`config.mk`:
```
export PLATFORM = sky130hd
export DESIGN_NAME = hazard_ctrl
export DESIGN_NICKNAME = d
export VERILOG_FILES = /design/src/rtl/pipe_pkg.sv /design/src/rtl/hazard_ctrl_lu.sv /design/src/rtl/hazard_ctrl.sv
export SDC_FILE = /design/constraint.sdc
export NUM_CORES = 1
export LEC_CHECK = 0
export ABC_AREA = 1
export BUFFER_PORTS_ARGS = -buffer_cell sky130_fd_sc_hd__buf_2
export CAP_MARGIN = 20
export CORE_MARGIN = 3
export CORE_UTILIZATION = 39
export CTS_CLUSTER_SIZE = 12
export DETAILED_ROUTE_END_ITERATION = 7
export HOLD_SLACK_MARGIN = 0.15
export MAX_ROUTING_LAYER = met4
export PLACE_DENSITY = 0.77
export SYNTH_ARGS = -nofsm -noshare
export SYNTH_HDL_FRONTEND = slang
export SYNTH_SLANG_ARGS = --single-unit
```
`constraint.sdc`:
```
create_clock -name sys_clk -period 2.97 [get_ports sys_clk]
set_input_delay 0.297 -clock sys_clk [delete_from_list [all_inputs] [get_ports sys_clk]]
set_output_delay 0.297 -clock sys_clk [all_outputs]
set_load 0.01 [all_outputs]
```
`src/rtl/pipe_pkg.sv`:
```
// Shared pipeline-control definitions: divide FSM encoding, register x0 and
// the default divider timing used by hazard_ctrl.
package pipe_pkg;

    // Divide-busy FSM encoding
    typedef enum logic [1:0] {
        IDLE     = 2'd0,
        DIV_RUN  = 2'd1,
        DIV_LAST = 2'd2
    } div_state_e;

    // Architectural zero register; never a hazard source
    localparam logic [4:0] REG_X0 = 5'd0;

    // Default EX occupancy of DIV/DIVU/REM/REMU and the countdown width
    localparam int unsigned DIV_CYCLES_DFLT = 33;
    localparam int unsigned CNT_W_DFLT      = 6;

endpackage

```
`src/rtl/hazard_ctrl_lu.sv`:
```
// Load-use hazard detector: a load in EX whose destination is read by the
// instruction in ID. Purely combinational; x0 never produces a hazard.
module hazard_ctrl_lu
    import pipe_pkg::*;
(
    input  logic [4:0] id_rs1_i,
    input  logic [4:0] id_rs2_i,
    input  logic       id_use_rs1_i,
    input  logic       id_use_rs2_i,
    input  logic       ex_memread_i,
    input  logic [4:0] ex_rd_i,
    output logic       load_use_o
);

    logic rs1_match;
    logic rs2_match;

    // Compare each used ID source against the load destination
    always_comb begin
        rs1_match  = id_use_rs1_i && (id_rs1_i == ex_rd_i);
        rs2_match  = id_use_rs2_i && (id_rs2_i == ex_rd_i);
        load_use_o = ex_memread_i && (ex_rd_i != REG_X0) && (rs1_match || rs2_match);
    end

endmodule

```
`src/rtl/hazard_ctrl.sv`:
```
// Pipeline sequencing controller for the 5-stage RV32 core: load-use stalls,
// taken-branch flushes and the divide-busy FSM that freezes the front end
// while the iterative divider occupies EX.
// Optional build macro HAZARD_CTRL_PERF_EN adds saturating performance
// counters for stall cycles, flush cycles and divide entries.
module hazard_ctrl
    import pipe_pkg::*;
#(
    parameter int unsigned DIV_CYCLES = DIV_CYCLES_DFLT,
    parameter int unsigned CNT_W      = CNT_W_DFLT
) (
    input  logic        sys_clk,
    input  logic        sys_start,
    input  logic [4:0]  id_rs1_i,
    input  logic [4:0]  id_rs2_i,
    input  logic        id_use_rs1_i,
    input  logic        id_use_rs2_i,
    input  logic        ex_memread_i,
    input  logic [4:0]  ex_rd_i,
    input  logic        ex_branch_taken_i,
    input  logic        ex_isdiv_i,
    output logic        pc_stall_o,
    output logic        ifid_hazard_o,
    output logic        ifid_flush_o,
    output logic        idex_flush_o,
    output logic        exmem_hold_o,
`ifdef HAZARD_CTRL_PERF_EN
    output logic [31:0] stall_cnt_o,
    output logic [31:0] flush_cnt_o,
    output logic [31:0] div_cnt_o,
`endif
    output logic        div_busy_o
);

    // Entry cycle is spent in IDLE, so DIV_RUN starts at DIV_CYCLES-2 and
    // leaves when the count reaches 1; DIV_LAST is the final EX cycle.
    localparam logic [CNT_W-1:0] CNT_LOAD = CNT_W'(DIV_CYCLES - 2);
    localparam logic [CNT_W-1:0] CNT_ONE  = CNT_W'(1);

    div_state_e       state_q, state_d;
    logic [CNT_W-1:0] cnt_q, cnt_d;
    logic             load_use;

    hazard_ctrl_lu u_lu (
        .id_rs1_i     (id_rs1_i),
        .id_rs2_i     (id_rs2_i),
        .id_use_rs1_i (id_use_rs1_i),
        .id_use_rs2_i (id_use_rs2_i),
        .ex_memread_i (ex_memread_i),
        .ex_rd_i      (ex_rd_i),
        .load_use_o   (load_use)
    );

    // State and countdown registers with synchronous active-low reset
    always_ff @(posedge sys_clk) begin
        if (!sys_start) begin
            state_q <= IDLE;
            cnt_q   <= '0;
        end else begin
            state_q <= state_d;
            cnt_q   <= cnt_d;
        end
    end

    // Next-state: enter on a divide in EX, count down, release via DIV_LAST
    always_comb begin
        state_d = state_q;
        cnt_d   = cnt_q;
        unique case (state_q)
            IDLE: begin
                if (ex_isdiv_i) begin
                    if (DIV_CYCLES == 2) begin
                        state_d = DIV_LAST;
                        cnt_d   = '0;
                    end else begin
                        state_d = DIV_RUN;
                        cnt_d   = CNT_LOAD;
                    end
                end
            end
            DIV_RUN: begin
                // Never decrement past zero
                if (cnt_q != '0) begin
                    cnt_d = cnt_q - CNT_ONE;
                end
                if (cnt_q <= CNT_ONE) begin
                    state_d = DIV_LAST;
                end
            end
            DIV_LAST: begin
                // A divide seen here is the one still finishing; ignore it
                state_d = IDLE;
            end
            default: begin
                state_d = IDLE;
                cnt_d   = '0;
            end
        endcase
    end

    // Outputs: divide beats branch, branch beats load-use; all zero in reset
    always_comb begin
        pc_stall_o    = 1'b0;
        ifid_hazard_o = 1'b0;
        ifid_flush_o  = 1'b0;
        idex_flush_o  = 1'b0;
        exmem_hold_o  = 1'b0;
        div_busy_o    = 1'b0;
        if (sys_start) begin
            unique case (state_q)
                IDLE: begin
                    if (ex_isdiv_i) begin
                        // ID_EX holds through the same stall, no bubble
                        pc_stall_o    = 1'b1;
                        ifid_hazard_o = 1'b1;
                        exmem_hold_o  = 1'b1;
                        div_busy_o    = 1'b1;
                    end else if (ex_branch_taken_i) begin
                        ifid_flush_o = 1'b1;
                        idex_flush_o = 1'b1;
                    end else if (load_use) begin
                        pc_stall_o    = 1'b1;
                        ifid_hazard_o = 1'b1;
                        idex_flush_o  = 1'b1;
                    end
                end
                DIV_RUN: begin
                    pc_stall_o    = 1'b1;
                    ifid_hazard_o = 1'b1;
                    exmem_hold_o  = 1'b1;
                    div_busy_o    = 1'b1;
                end
                DIV_LAST: begin
                    // Result advances to MEM; a redirect may now take effect
                    div_busy_o = 1'b1;
                    if (ex_branch_taken_i) begin
                        ifid_flush_o = 1'b1;
                        idex_flush_o = 1'b1;
                    end
                end
                default: begin
                    div_busy_o = 1'b0;
                end
            endcase
        end
    end

`ifdef HAZARD_CTRL_PERF_EN
    logic [31:0] stall_cnt_q;
    logic [31:0] flush_cnt_q;
    logic [31:0] div_cnt_q;
    logic        div_entry;

    always_comb begin
        div_entry = sys_start && (state_q == IDLE) && ex_isdiv_i;
    end

    // Saturating event counters, cleared by reset
    always_ff @(posedge sys_clk) begin
        if (!sys_start) begin
            stall_cnt_q <= '0;
            flush_cnt_q <= '0;
            div_cnt_q   <= '0;
        end else begin
            if (pc_stall_o && (stall_cnt_q != '1)) begin
                stall_cnt_q <= stall_cnt_q + 32'd1;
            end
            if (ifid_flush_o && (flush_cnt_q != '1)) begin
                flush_cnt_q <= flush_cnt_q + 32'd1;
            end
            if (div_entry && (div_cnt_q != '1)) begin
                div_cnt_q <= div_cnt_q + 32'd1;
            end
        end
    end

    always_comb begin
        stall_cnt_o = stall_cnt_q;
        flush_cnt_o = flush_cnt_q;
        div_cnt_o   = div_cnt_q;
    end
`endif

endmodule

```
==> flow_results.org <==
** Status
- The run finished with clean final reports.

** Worst setup path
- End of the worst register-to-register path :: cnt_q[2]
- On the critical path the largest part of the delay comes from buffers and inverters.
- Among all stages on the critical path, the largest delay is contributed by sky130_fd_sc_hd__dfxtp_1.
- Launching element type of the critical path :: register
- Reg2reg path depth :: 9
- Tracing the worst setup path back leads to its startpoint at state_q[1].
- The worst register-to-register path has a setup slack of 1.47 ns.
- The worst setup path is captured at an output port.
- At the worst endpoint, the required time is 2.67 ns.
- R2R Path Start :: state_q[0]
- WP data arrival :: 1.66 ns
- Crit path buf inv count :: 3
- Among the stages of the critical path, the cell type that occurs most often is sky130_fd_sc_hd__inv_1.
- Cell breakdown of the critical path :: inv_1, ha_1, inv_1, a21oi_1, o21bai_1, buf_2
- Along the worst path, the maximum fanout reaches 8.
- Slowest stage delay, CP :: 0.33 ns
- The critical path is of the reg2out type.

** STA
- The final critical path takes up 65.9% of the cycle.
- The worst pin sits at a relative slew slack of 82.3%.
- Setup violations remaining at the end of the flow were counted as 0.
- The worst path in the final design needs a cycle of 1.96 ns, including I/O delays and setup.
- In the final timing run, aggregate negative setup slack is 0 ns.
- Setup skew after layout :: 0.0122 ns
- Number of endpoints with negative hold slack in the final report :: 0
- Timing would allow up to 0.511 GHz.
- Smallest setup slack after layout :: 1.01 ns
- Pin slew with the least headroom to its limit :: 0.266 ns
- Setup repair after global routing left no endpoint under its margin.
- The number of max-slew violations in the final report is 0.

** Yosys
- Counting every instance in the synthesized netlist gives 142.
- Flip-flop and latch count after synthesis :: 8
- The top cell type by area accounts for 19.5% of the synthesized area.
- Dividing the synthesized area by the synthesized cell count gives 5.77 sq um.
- When the netlist entered floorplanning its net count stood at 171.
- Share of synthesized area occupied by flip-flops and latches :: 19.5%
- After synthesis, the cell types taking the most area are sky130_fd_sc_hd__dfxtp_1 20%, sky130_fd_sc_hd__nand2_1 18%, sky130_fd_sc_hd__inv_1 11%, sky130_fd_sc_hd__ha_1 11%, sky130_fd_sc_hd__o21ai_0 7.3%.
- During synthesis, Yosys emitted a total of 0 warnings.
- After synthesis, the netlist uses 22 different library cells.
- Top cell type by total area after synthesis :: sky130_fd_sc_hd__dfxtp_1
- Post-synth design cell area :: 820 sq um

** Final layout
- Summing all flip-flop and latch instances after layout gives 160 sq um.
- Antenna Diode Count :: 0
- Most frequent cells in the layout :: 40 x sky130_fd_sc_hd__nand2_1, 27 x sky130_fd_sc_hd__buf_2, 24 x sky130_fd_sc_hd__inv_1, 14 x sky130_fd_sc_hd__nor2_1, 12 x sky130_fd_sc_hd__o21ai_0
- After routing the design area is 0.00100 sq mm.
- Multi-input combinational cell area :: 547 sq um
- Synthesis-to-finish area growth :: 22.1%
- Commonest non-fill, non-tap cell in the layout :: sky130_fd_sc_hd__nand2_1
- Fillers :: 188
- After the last flow step, the layout net total stands at 202.
- Fraction of final layout cells sized beyond drive strength 1 :: 24.0%

** Floorplan
- The die covers 0.00269 sq mm.
- Count of boundary I/O pins :: 28
- Initial Utilization :: 44.1%
- The core region is 0.00186 sq mm.
- Row generation in the floorplan step produced 15 rows.
- Die W :: 51.8 um
- Die height :: 51.8 um

** Drt
- Post-detailed-route count of antenna-violating nets :: 0
- Number of iterations in the first detailed-routing pass :: 4
- Dividing the detail-routed via count by the number of cells gives 4.75.
- Detailed Route Iter0 Violations :: 19
- For this block, the routed nets add up to 2030 um of wire.
- After detailed routing, the number of remaining DRC violations is 0.
- The routed layout has 931 vias.
- Routed wire length per instance :: 10.4 um

** Global route
- Initial antenna violation count :: 0
- Largest net degree at the start of global routing :: 9
- Wire length of the first global-routing pass :: 3370 um
- Vias in the first global route :: 832
- Overflow left after global routing :: 0
- Overall global routing resource usage :: 16.7%

** Place
- Buffers added on ports :: 27
- Final weighted congestion in routability-driven placement :: 0.883
- Before CTS, the worst setup slack after placement is 1.31 ns.
- Instance area at placement :: 978 sq um
- Summed over all nets, the half-perimeter wirelength after detailed placement is 1680 um.

** Clock tree
- Buffers inserted by post-CTS timing repair :: 0
- For the worst-skew pair, the clock arrives at the later sink with an insertion delay of 0.26 ns.
- Count of cells resized by post-cts repair :: 0
- CTS built an H-tree with a depth of 1.
- After clock tree synthesis, the clock-pin slew on the worst setup and hold paths is 0.07 ns.
- Clock tree from TritonCTS :: yes
- CTS Buf Count :: 3
- The clock net in this run drives a total of 8 sinks.
- # hold bufs at CTS :: 0
- Clk Tree Root Cell :: sky130_fd_sc_hd__clkbuf_4
- The longest clock path from root to sink contains 2 buffers.

** Min path
- The worst hold path terminates at cnt_q[5].
- Hold Path Depth :: 3
- Min-Delay Startpoint :: sys_start
- In this run the worst hold path is classified as in2reg.

** Pwr
- Clock share of power :: 18.2%
- Summed over all cells, the static leakage comes to 0.578 nW.
- Share of total power in combinational logic :: 51.5%
- Of the total power, the share spent switching nets is 44.2%.
- Internal Power :: 0.270 mW
- IR analysis of the VDD net gives a maximum drop of 0.000407 V.
- Cell area power density :: 484 mW/mm^2
- Registers are responsible for 30.3% of the overall power.
- The analysis attributes to net switching a power of 0.214 mW.
- The completed layout was analyzed and its total power is 0.484 mW.

** Flow run
- Max-capacitance violation count :: 0
==> routing by layer <==
layer,track usage (%),routed length (um),up-vias
li1,-,-,504
met1,21.2,917,394
met2,26.8,953,33
met3,4.30,158,0
met4,3.49,0,0
met5,-,0,-
==> power groups by stage <==
stage          logic [mW]  clock network, mW  registers, mW
2_1_floorplan       0.186                  0          0.146
3_3_place_gp        0.244                  0          0.147
3_5_place_dp        0.246                  0          0.149
4_1_cts             0.248             0.0927          0.147
5_1_grt             0.283             0.0993          0.150
6_report            0.249             0.0882          0.147
==> area by class of cell <==
cell class	count	share of cell area, %
flip-flops and latches	8	16.0
inverters	28	10.5
multi-input cells	105	54.6
clock buffers	3	2.25
well taps	25	3.13
repair buffers	27	13.5
==> cell families (layout without fill, tap and decap cells) <==
family	count (synthesis)	in the layout	share of synthesized area, %
fa+ha+maj	7	7	10.7
simple gates	69	69	37.9
flops	8	8	19.5
compound gates	29	29	18.2
buf+inv	29	58	13.7
==> state kept, by name, indices dropped and copies added, names as in the netlist <==
register / count
cnt_q: 6
state_q: 2
==> per-stage QoR <==
| stage | std cells | hold slack, ns | util, % |
|---|---|---|---|
| floorplan | 142 | 0.432 | - |
| global route | 196 | 0.351 | 53.9 |
| global placement | 193 | 0.468 | 52.7 |
| CTS | 196 | 0.343 | 53.9 |
| finish | 196 | 0.350 | 53.9 |
| detailed placement | 193 | 0.484 | 52.7 |
==> cells in the mapped netlist (all sizes together) <==
library cell / number
o21ai: 16
inv: 28
nand2: 42
nand4: 2
nor2: 17
o21bai: 1
nor3: 1
nand3b: 1
dfxtp: 8
or2: 1
a31oi: 1
a21oi: 11
ha: 7
nand3: 5
buf: 1
==> how the worst max path moves through the flow <==
stage	endpoint	slack [ns]	cells past startpoint
after detailed placement	ifid_hazard_o	1.31	6
final	ifid_hazard_o	1.01	6
after CTS	ifid_hazard_o	1.01	6
after global placement	idex_flush_o	1.39	7
after floorplan	pc_stall_o	1.26	6
after global routing	ifid_hazard_o	0.85	6
==> tightest hold or removal path, cell delays in order <==
cell,delay (ns)
sky130_fd_sc_hd__buf_2,0.15
sky130_fd_sc_hd__o21ai_0,0.08
sky130_fd_sc_hd__nor2_1,0.04
Power figures use the tool's default switching activity.
